$ cat src/rtl/rx_control.sv
// USB-style receive controller: sync/PID checking, payload write strobes
// and error tracking for one packet at a time.
//
// Ports:
//   clk, n_rst     clock, async active-low reset
//   d_edge         packet start pulse (honoured in IDLE and ERR only)
//   eop            end-of-packet, qualified by shift_enable
//   shift_enable   bit-sample strobe
//   byte_received  pulse, rcv_data holds a complete byte
//   rcv_data[7:0]  received byte
//   rcving         packet reception in progress
//   w_enable       one-cycle FIFO push of rcv_data
//   r_error        receive-error flag, held until the next packet start
//   rx_pid[3:0]    last legal PID
//   pid_valid      pulse when rx_pid is updated
//   data_count     payload bytes written this packet (0..64)
module rx_control (
  input  logic       clk,
  input  logic       n_rst,
  input  logic       d_edge,
  input  logic       eop,
  input  logic       shift_enable,
  input  logic       byte_received,
  input  logic [7:0] rcv_data,
  output logic       rcving,
  output logic       w_enable,
  output logic       r_error,
  output logic [3:0] rx_pid,
  output logic       pid_valid,
  output logic [6:0] data_count
);

  typedef enum logic [3:0] {
    IDLE,
    SYNC_WAIT,
    CHK_SYNC,
    PID_WAIT,
    CHK_PID,
    DATA_WAIT,
    STORE,
    EOP_WAIT,
    DONE,
    ERR_WAIT,
    ERR
  } state_t;

  localparam logic [6:0] MAX_BYTES = 7'd64;

  state_t state;
  state_t next_state;

  logic pkt_end;
  logic pid_ok;
  logic pid_data;
  logic pid_legal;
  logic start;
  logic store_wr;

  assign pkt_end = eop & shift_enable;

  // PID nibble class; the upper nibble must be its complement
  always_comb begin
    pid_ok   = 1'b0;
    pid_data = 1'b0;
    case (rcv_data[3:0])
      4'b0001, 4'b1001, 4'b0011, 4'b1011: begin
        pid_ok   = 1'b1;
        pid_data = 1'b1;
      end
      4'b0010, 4'b1010, 4'b1110: begin
        pid_ok = 1'b1;
      end
      default: begin
        pid_ok = 1'b0;
      end
    endcase
  end

  assign pid_legal = pid_ok & (rcv_data[7:4] == ~rcv_data[3:0]);

  assign start = d_edge & ((state == IDLE) | (state == ERR));
  assign store_wr = (state == STORE) & (data_count < MAX_BYTES);

  always_ff @(posedge clk or negedge n_rst) begin
    if (!n_rst) begin
      state <= IDLE;
    end else begin
      state <= next_state;
    end
  end

  always_comb begin
    next_state = state;
    unique case (state)
      IDLE: begin
        if (d_edge) next_state = SYNC_WAIT;
      end
      SYNC_WAIT: begin
        if (pkt_end) next_state = ERR;
        else if (byte_received) next_state = CHK_SYNC;
      end
      CHK_SYNC: begin
        if (rcv_data == 8'h80) next_state = PID_WAIT;
        else next_state = ERR_WAIT;
      end
      PID_WAIT: begin
        if (pkt_end) next_state = ERR;
        else if (byte_received) next_state = CHK_PID;
      end
      CHK_PID: begin
        if (!pid_legal) next_state = ERR_WAIT;
        else if (pid_data) next_state = DATA_WAIT;
        else next_state = EOP_WAIT;
      end
      DATA_WAIT: begin
        if (pkt_end) next_state = DONE;
        else if (byte_received) next_state = STORE;
      end
      STORE: begin
        if (data_count < MAX_BYTES) next_state = DATA_WAIT;
        else next_state = ERR_WAIT;
      end
      EOP_WAIT: begin
        if (pkt_end) next_state = DONE;
        else if (byte_received) next_state = ERR_WAIT;
      end
      DONE: begin
        next_state = IDLE;
      end
      ERR_WAIT: begin
        if (pkt_end) next_state = ERR;
      end
      ERR: begin
        if (d_edge) next_state = SYNC_WAIT;
      end
      default: begin
        next_state = IDLE;
      end
    endcase
  end

  always_ff @(posedge clk or negedge n_rst) begin
    if (!n_rst) begin
      data_count <= '0;
      rx_pid     <= 4'h0;
      pid_valid  <= 1'b0;
    end else begin
      if (start) begin
        data_count <= '0;
      end else if (store_wr) begin
        data_count <= data_count + 7'd1;
      end
      if ((state == CHK_PID) && pid_legal) begin
        rx_pid <= rcv_data[3:0];
      end
      pid_valid <= (state == CHK_PID) & pid_legal;
    end
  end

  assign rcving = (state != IDLE) & (state != DONE) & (state != ERR);
  assign r_error = (state == ERR_WAIT) | (state == ERR);
  assign w_enable = store_wr;

endmodule

$ cat config.mk
export PLATFORM = sky130hd
export DESIGN_NAME = rx_control
export DESIGN_NICKNAME = d
export VERILOG_FILES = /design/src/rtl/rx_control.sv
export SDC_FILE = /design/constraint.sdc
export NUM_CORES = 1
export LEC_CHECK = 0
export CAP_MARGIN = 10
export CORE_MARGIN = 2
export CORE_UTILIZATION = 57
export CTS_BUF_LIST = sky130_fd_sc_hd__clkbuf_8
export DETAILED_ROUTE_END_ITERATION = 8
export DONT_BUFFER_PORTS = 1
export PLACE_DENSITY = 0.72
export REMOVE_ABC_BUFFERS = 1
export SYNTH_ARGS = -nofsm -noshare
export SYNTH_HDL_FRONTEND = slang
export SYNTH_SLANG_ARGS = --single-unit
$ cat constraint.sdc
create_clock -name clk -period 1.8 [get_ports clk]
set_clock_uncertainty 0.15 [all_clocks]
set_input_delay 0.36 -clock clk [delete_from_list [all_inputs] [get_ports clk]]
set_output_delay 0.36 -clock clk [all_outputs]
set_load 0.005 [all_outputs]
# --- Word-level counts from Yosys, hierarchy flattened ---
# Cells that the tools add are included.
totals:
  in_bits: 14
  out_inout_bits: 15
  ff_bits: 16
op_classes:
  reduce_logical: 8
  muxes: 19
  magnitude_cmp: 1
  bitwise_logic: 10
  addsub: 1
  eq_ne: 26
op_table:
  columns: ["operator", "n"]
  rows:
  - ["two-way mux 4 bit", 13]
  - ["case mux 4 bit (9 select lines)", 1]
  - ["== test 4 bit, second input constant", 6]
  - ["== test 4 x 2 -> 1 bit, second input constant", 4]
  - ["== test 4 x 3 -> 1 bit, second input constant", 4]
  - ["two-way mux 7 bit", 2]
  - ["inequality test 3 bit, second input constant", 4]
  - ["== test 4 x 1 -> 1 bit, second input constant", 2]
  - ["== test 8 bit, second input constant", 1]
  - ["inequality test 4 bit, second input constant", 2]
  - ["adder 7 x 1 -> 7 bit, second input constant", 1]
  - ["AND 1 bit", 7]
  - ["< comparator 7 bit, second input constant", 1]
  - ["OR reduction 7 bit", 1]
  - ["AND reduction 6 bit", 1]
  - ["== test 4 bit", 1]
  - ["logical NOT 4 bit", 1]
  - ["inverter 4 bit", 1]
  - ["nonzero test 4 bit", 1]
  - ["OR reduction 4 bit", 1]
  - ["two-way mux 1 bit", 2]
  - ["two-way mux 2 bit", 1]
  - ["inequality test 2 x 1 -> 1 bit, second input constant", 1]
  - ["inequality test 2 bit, second input constant", 1]
  - ["4 further kinds", 5]

# --- Longest topological paths before layout ---
# Gate-level depths: netlist (run 1).
depth:
  depth_word: 6
  ltp_mapped: 6
  mapped_depth_nobuf: 5

# --- Worst setup path after synthesis (run 1) ---
# Ideal clock, no wire load.
synth_path:
  path_kind: "input to register"
  start: "in rcv_data[7]"
  end: "reg state[3]"
  required_ns: 1.529
  path_stages: 5
  setup_ns: 0.121
  t_arrival_ns: 1.434
  path_slack_ns: 0.095
  n_path_buf: 0
  path_cell_list: "or2b_1 -> a21oi_1 -> o22ai_1 -> a311o_1 -> a22o_1"
synth_via:
  elab_chain_cells: 4
  elab_cells_between_ends: 6
  cone_classes: "eq/ne: 2; mux: 3; bitwise: 1"
synth_rtl:
  columns: ["element", "line_no", "source"]
  rows:
  - ["start, declared", "24", "input logic [7:0] rcv_data,"]
  - ["== test 4 bit", "79", "assign pid_legal = pid_ok & (rcv_data[7:4] == ~rcv_data[3:0]);"]
  - ["AND 1 bit", "79", null]
  - ["two-way mux 4 bit", "111", "if (!pid_legal) next_state = ERR_WAIT;"]
  - ["case mux 4 bit (9 select lines) *", "94", "unique case (state)"]
  - ["end signal, assigned", "88", "state <= next_state;"]
  - ["end, declared", "49", "state_t state;"]
# Mark *: on every way between the ends. The rest lies on a longest branch, timed or not.
# A chain may end at the register's enable or synchronous reset.

# --- Worst setup path after layout (run 1) ---
layout_path:
  start: "reg state[2]"
  end: "out rcving"
layout_via:
  elab_chain_cells: 3
  elab_cells_between_ends: 5
  cone_classes: "eq/ne: 2; bitwise: 2; reduce/logical: 1"
layout_rtl:
  columns: ["element", "line_no", "source"]
  rows:
  - ["inequality test 4 bit or nonzero test 4 bit (tied branches)", "160", "assign rcving = (state != IDLE) & (state != DONE) & (state != ERR);"]
  - ["AND 1 bit", "160", null]
  - ["AND 1 bit *", "160", null]
  - ["end, declared", "25", "output logic rcving,"]
# Marked as above.

==> results of run 1 <==
[worst min-delay path by stage]
stage	startpoint	to	slack (ps)	cells past startpoint
finish	rcv_data[3]	rx_pid[3]$_DFFE_PN0P_	100	1
global route	rcv_data[3]	rx_pid[3]$_DFFE_PN0P_	90	1
CTS	rcv_data[3]	rx_pid[3]$_DFFE_PN0P_	90	1
detailed placement	n_rst	rx_pid[2]$_DFFE_PN0P_	-90	0
global placement	n_rst	pid_valid$_DFF_PN0_	-90	0
floorplan	n_rst	data_count[0]$_DFFE_PN0P_	-90	0
[layer usage]
layer | GRT usage (%) | up-vias | wire length (um)
met5 | 0 | - | 0
met4 | 10.6 | 0 | 42
met3 | 5.38 | 4 | 63
met2 | 41.4 | 15 | 1280
met1 | 33.7 | 465 | 1120
li1 | - | 474 | -
[cells by family (layout without fill, tap and decap cells)]
logic type               count (synthesis)  in the layout
AO/OA/AOI/OAI                           27             27
XOR/XNOR                                 8              8
adder cells (fa/ha/maj)                  1              1
buffers and inverters                   10             29
flip-flops                              16             16
multiplexers                             5              5
AND/OR/NAND/NOR                         51             51
[stage by stage]
stage          std cells  hold slack, ps
2_1_floorplan        112           -85.6
3_3_place_gp         153           -85.3
3_5_place_dp         153           -85.4
4_1_cts              159            94.3
5_1_grt              162            92.0
6_report             162            96.2
[worst max-delay path: stages (launching register included)]
cell and delay [ps]:
dfrtp_2 460, buf_4 190, nor2_1 120, o21ai_2 90, buf_4 160
[power breakdown]
part	switching (mW)	total (mW)	internal, mW	leakage [nW]
Combinational	0.368	0.771	0.402	0.349
Clock	0.117	0.310	0.194	0.0288
Sequential	0.110	0.528	0.418	0.215
Total	0.595	1.61	1.01	0.593
[cell usage in the layout (no fill, tap or decap), drive strengths merged, types with 2 or more instances in the layout]
cell type / n
buf: 20
dfrtp: 16
nor2: 14
nand2: 7
nand3: 7
o22ai: 5
a21oi: 5
o21ai: 5
xnor2: 4
inv: 4
xor2: 4
mux2: 4
clkbuf: 4
nor3: 4
and3: 3
nand2b: 2
or2b: 2
a22o: 2
nand4: 2
nor3b: 2
nor4: 2
[state kept, by name (all words and copies together) (netlist names)]
signal / count
data_count: 7
pid_valid: 1
rx_pid: 4
state: 4
[area by class of cell]
cell class	count	area (um2)	share of cell area [%]
Timing Repair Buffer	21	164	12.4
Clock buffer	4	55.1	4.15
Multi-Input combinational cell	92	656	49.5
Inverter	4	15.0	1.13
Tap cell	25	31.3	2.36
Sequential cell	16	404	30.5
[what timing repair did]
action | in CTS | in global routing
setup buffers | 1 | 3
setup endpoints to repair | 1 | 7
resized for setup | 3 | 7
hold endpoints to repair | 16 | 0
hold buffers | 1 | 0
pin swaps | 1 | 4
==> metrics, run 1 <==
status finished clean; Die Footprint 2240 um2; slew of the pin with the lowest slew margin 708 ps; Synth Flop Type dfrtp_1; placed instance area 1190 um2; post-synthesis compound-gate area fraction 18.0%; CTS Buffer Depth 2; H-tree levels 1; antenna diode count 0; cells after synthesis 118; Period minus WS final 1780 ps; Setup crit start state[2]$_DFFE_PN0P_; final period utilization 98.8%; WP data arrival 1270 ps; final net count 153; CTS tree yes; WP data required 1290 ps; GRT Overall Usage 25.7%; #FFs+latches synth 16; Yosys cell types 45; fmax 0.562 GHz; antenna-violating nets left 0; Yosys top cell area share 37.4%; overall power 1.61 mW; Final Max Slew Viols 0; largest family of logic cells by synthesized area simple AND/OR/NAND/NOR gates; Core Area 1750 um2; asr flop ratio synth 100%; Ys Warns 0; Pwr Density 1210 nW/um2; die extent in x 47.3 um; top post-synthesis cells by count dfrtp_1, nor2_1, nand2_1, nand3_1; Final Util 75.9%; flop2flop setup slack 80 ps; Starting Density 61.4%; GP Congestion 0.831; total global routing overflow 0; initial antenna violation count 0; proportion of synthesized area in mux cells 5.14%; area grow syn2layout 23.7%; FILL cells 135; row count 15; via count 958; dpl hpwl 1.87 mm; post-synthesis sequential area ratio 37.4%; count leader, synth dfrtp_1; Pre-antenna DRT Iters 4; Final Cell Area 1330 um2; CTS buffer count 3; RSZ-0062 raised after global routing true; critical-path maximum fanout 9; Final Hold Viols 0; # IOs 29; DRT iter0 DRCs 13; Mapped Avg Cell Area 9.08 um2; P_leak 0.593 nW; wire per inst 15.5 um; share of cells above drive strength 1 27.0%; Critical Path Sink Type output port; vias per cell 5.91; setup TNS 0 ps; Post-route DRC 0; Area contributors post-synth dfrtp_1, nor2_1, mux2_1; Die Span Y 47.3 um; final WL 2.51 mm; Post-Synth XOR/XNOR Area 6.54%; final setup fails 0; Post-Synth Simple-Gate Area 27.7%; Max-Cap Viols 0; R2R Path End state[3]$_DFFE_PN0P_; cell depth of the worst flop-to-flop path 6; CTS Sinks 16; Post-Synth Adder-Cell Area 1.17%; HP Class primary input to register; Final WS setup 22.1 ps; critical setup path kind register to output port; mapped cell area 1070 um2; vias in the first global route 913; largest net degree at the start of global routing 17; crit path to rcving; Rel. slew slack 52.7%; clock root buffer master clkbuf_8; startpoint types register; Clk Latency, worst-skew pair 240 ps; Critical R2R Launch state[3]$_DFFE_PN0P_; IO Port Bufs 0; worst slack, placed 18.2 ps; Post-synth EDFFs 0; global-route wire length before repair 4.01 mm; clk slew on worst S/H paths 60 ps; Peak VDD IR 0.907 mV; post-synth top area cell dfrtp_1
Power figures use the tool's default switching activity.
==> run 2: changes to the inputs <==
--- a/config.mk
+++ b/config.mk
@@ -11,6 +11,7 @@
 export CTS_BUF_LIST = sky130_fd_sc_hd__clkbuf_8
 export DETAILED_ROUTE_END_ITERATION = 8
 export DONT_BUFFER_PORTS = 1
+export HOLD_SLACK_MARGIN = 0.08
 export PLACE_DENSITY = 0.72
 export REMOVE_ABC_BUFFERS = 1
 export SYNTH_ARGS = -nofsm -noshare
==> results of run 2 <==
Final layout, timing and power as in run 1 (identical DEF).
==> run 3: changes to the inputs <==
--- a/config.mk
+++ b/config.mk
@@ -9,11 +9,13 @@
 export CORE_MARGIN = 2
 export CORE_UTILIZATION = 57
 export CTS_BUF_LIST = sky130_fd_sc_hd__clkbuf_8
+export CTS_CLUSTER_SIZE = 25
 export DETAILED_ROUTE_END_ITERATION = 8
 export DONT_BUFFER_PORTS = 1
 export HOLD_SLACK_MARGIN = 0.08
 export PLACE_DENSITY = 0.72
 export REMOVE_ABC_BUFFERS = 1
+export SLEW_MARGIN = 20
 export SYNTH_ARGS = -nofsm -noshare
 export SYNTH_HDL_FRONTEND = slang
 export SYNTH_SLANG_ARGS = --single-unit
==> constraint.sdc (replaced) <==
create_clock -name clk -period 2.3 [get_ports clk]
set_clock_uncertainty 0.15 [all_clocks]
set_input_delay 0.46 -clock clk [delete_from_list [all_inputs] [get_ports clk]]
set_output_delay 0.46 -clock clk [all_outputs]
set_load 0.005 [all_outputs]
==> metrics, run 3 (synthesized netlist as in run 1, its figures left out) <==
status finished clean; Die Footprint 2240 um2 (unchanged); wire per inst 15.6 um (+1.0%); setup TNS 0 ps (unchanged); vias per cell 6.18 (+4.5%); Starting Density 61.4% (unchanged); Seq. cell area 400 um2 (-0.93%); most frequent cells in the layout dfrtp_1, nor2_1, nand2_1, nand3_1; WP data arrival 1540 ps (+270 ps); Critical Path Sink Type output port; Max-Cap Viols 0 (unchanged); max reg flops 7 (unchanged); CTS Sinks 16 (unchanged); share of cells above drive strength 1 10.9% (-16 points); Final Cell Area 1150 um2 (-13%); placed insts 139 (-9.2%); worst hold slack 196 ps (+100 ps); Rel. slew slack 50.6% (-2.1 points); RSZ-0062 raised after global routing false; final period utilization 93.3%; M3 GR Usage 3.46% (-1.9 points); global-route wire length before repair 3.55 mm (-12%); GRT Overall Usage 23.5% (-2.3 points); Setup crit start state[0]$_DFFE_PN0P_; largest net degree at the start of global routing 17 (unchanged); area grow syn2layout 7.71%; Top reg by flops data_count; most common cell after layout, fill and taps aside dfrtp_1; switching share of total power 38.0% (+1.0 points); Pre-antenna DRT Iters 4 (unchanged); via count 890 (-7.1%); critical-path maximum fanout 14 (+5); # IOs 29 (unchanged); clock root buffer master clkbuf_8; CTS tree yes; antenna-violating nets left 0 (unchanged); GRT met2 Usage 36.5% (-4.9 points); die extent in x 47.3 um (unchanged); top flop regs data_count: 7 flops, rx_pid: 4 flops, state: 4 flops; DRT iter0 DRCs 18 (+5); P_leak 0.496 nW (-16%); Hold Startpoint rcv_data[3]; Core Area 1750 um2 (unchanged); Pwr Density 928 nW/um2 (-24%); Final Hold Viols 0 (unchanged); final setup fails 0 (unchanged); vias in the first global route 818 (-10%); final non-filler cell total 144 (-11%); WP data required 1690 ps (+400 ps); critical setup path kind register to output port; dpl hpwl 1.68 mm (-11%); slew of the pin with the lowest slew margin 738 ps (+30.7 ps); row count 15 (unchanged); met1 usage 30.7% (-3.1 points); CTS buffer count 3 (unchanged); area of the multi-input gates 627 um2 (-4.4%); IO Port Bufs 0 (unchanged); Peak VDD IR 0.758 mV (-16%); clk slew on worst S/H paths 60 ps (about the same); final WL 2.25 mm (-10%); busiest metal layer after global routing met2; total global routing overflow 0 (unchanged); Final WS setup 154 ps (+132 ps); fmax 0.466 GHz; CTS Buffer Depth 2 (unchanged); Die Span Y 47.3 um (unchanged); placed instance area 1090 um2 (-8.8%); Post-route DRC 0 (unchanged); initial antenna violation count 0 (unchanged); power share of the combinational group 38.5% (-9.4 points); FILL cells 151 (+12%); Cell Int Power 0.664 mW (-35%); Clock power frac 22.8% (+3.5 points); sequential share of power 38.7% (+5.9 points); worst slack, placed 292 ps (+274 ps); Period minus WS final 2150 ps; switching power total 0.407 mW (-32%); post-cts resize count 0 (-3); GP Congestion 0.830 (-0.14%); Final Max Slew Viols 0 (unchanged); HP Class primary input to register; H-tree levels 1 (unchanged); Clk Latency, worst-skew pair 250 ps (about the same); Critical R2R Launch state[3]$_DFFE_PN0P_; startpoint types register; final net count 135 (-12%); antenna diode count 0 (unchanged)
## run 3: cell types whose count changed in the layout (fill, tap and decap cells not counted), sizes merged
cell	change
buf	-18
## run 3: power groups by stage
| stage | registers, mW | logic, mW | clock network [mW] |
|---|---|---|---|
| after global routing | 0.423 | 0.462 | 0.262 |
| after floorplan | 0.412 | 0.302 | 0 |
| after detailed placement | 0.417 | 0.402 | 0 |
| final | 0.415 | 0.412 | 0.244 |
| after global placement | 0.414 | 0.398 | 0 |
| after CTS | 0.412 | 0.411 | 0.248 |
## run 3: path summary, 6_finish.rpt
path | end | slack [ps] | cells past startpoint
setup / recovery | w_enable | 150 | 2
hold / removal | rx_pid[3]$_DFFE_PN0P_ | 200 | 1
setup reg to reg | rx_pid[1]$_DFFE_PN0P_ | 280 | 4
hold reg to reg | rx_pid[3]$_DFFE_PN0P_ | 370 | 1
max in group asynchronous | data_count[2]$_DFFE_PN0P_ | 970 | 1
min in group asynchronous | state[3]$_DFFE_PN0P_ | 570 | 1
## run 3: per-layer routing
| metal | part of all wire (%) | routed length [um] | up-vias |
|---|---|---|---|
| li1 | - | - | 439 |
| met1 | 43 | 969 | 432 |
| met2 | 52 | 1170 | 15 |
| met3 | 3.0 | 68 | 4 |
| met4 | 2.1 | 48 | 0 |
| met5 | 0 | 0 | - |
## run 3: what timing repair did
item / in CTS / in global routing
hold buffers: 1 / 0
endpoints found under the hold margin: 16 / 0
buffers inserted: 0 / 0
## run 3: worst max-delay path, cell delays in order, from the launching register on
cell and delay [ps]:
dfrtp_1 530, nand2b_1 370, nor3_4 390
## run 3: final cells by class
cell class | instances | share of cell area (%)
multi-input cells | 92 | 54.3
flip-flops and latches | 16 | 34.7
clock buffers | 4 | 4.77
well taps | 25 | 2.71
repair buffers | 3 | 2.17
inverters | 4 | 1.30
## run 3: per-stage QoR
stage | utilization, % | power, mW
4_1_cts | 66.1 | 1.07
3_3_place_gp | 62.4 | 0.811
6_report | 66.1 | 1.07
5_1_grt | 66.1 | 1.15
2_1_floorplan | - | 0.713
3_5_place_dp | 62.4 | 0.819
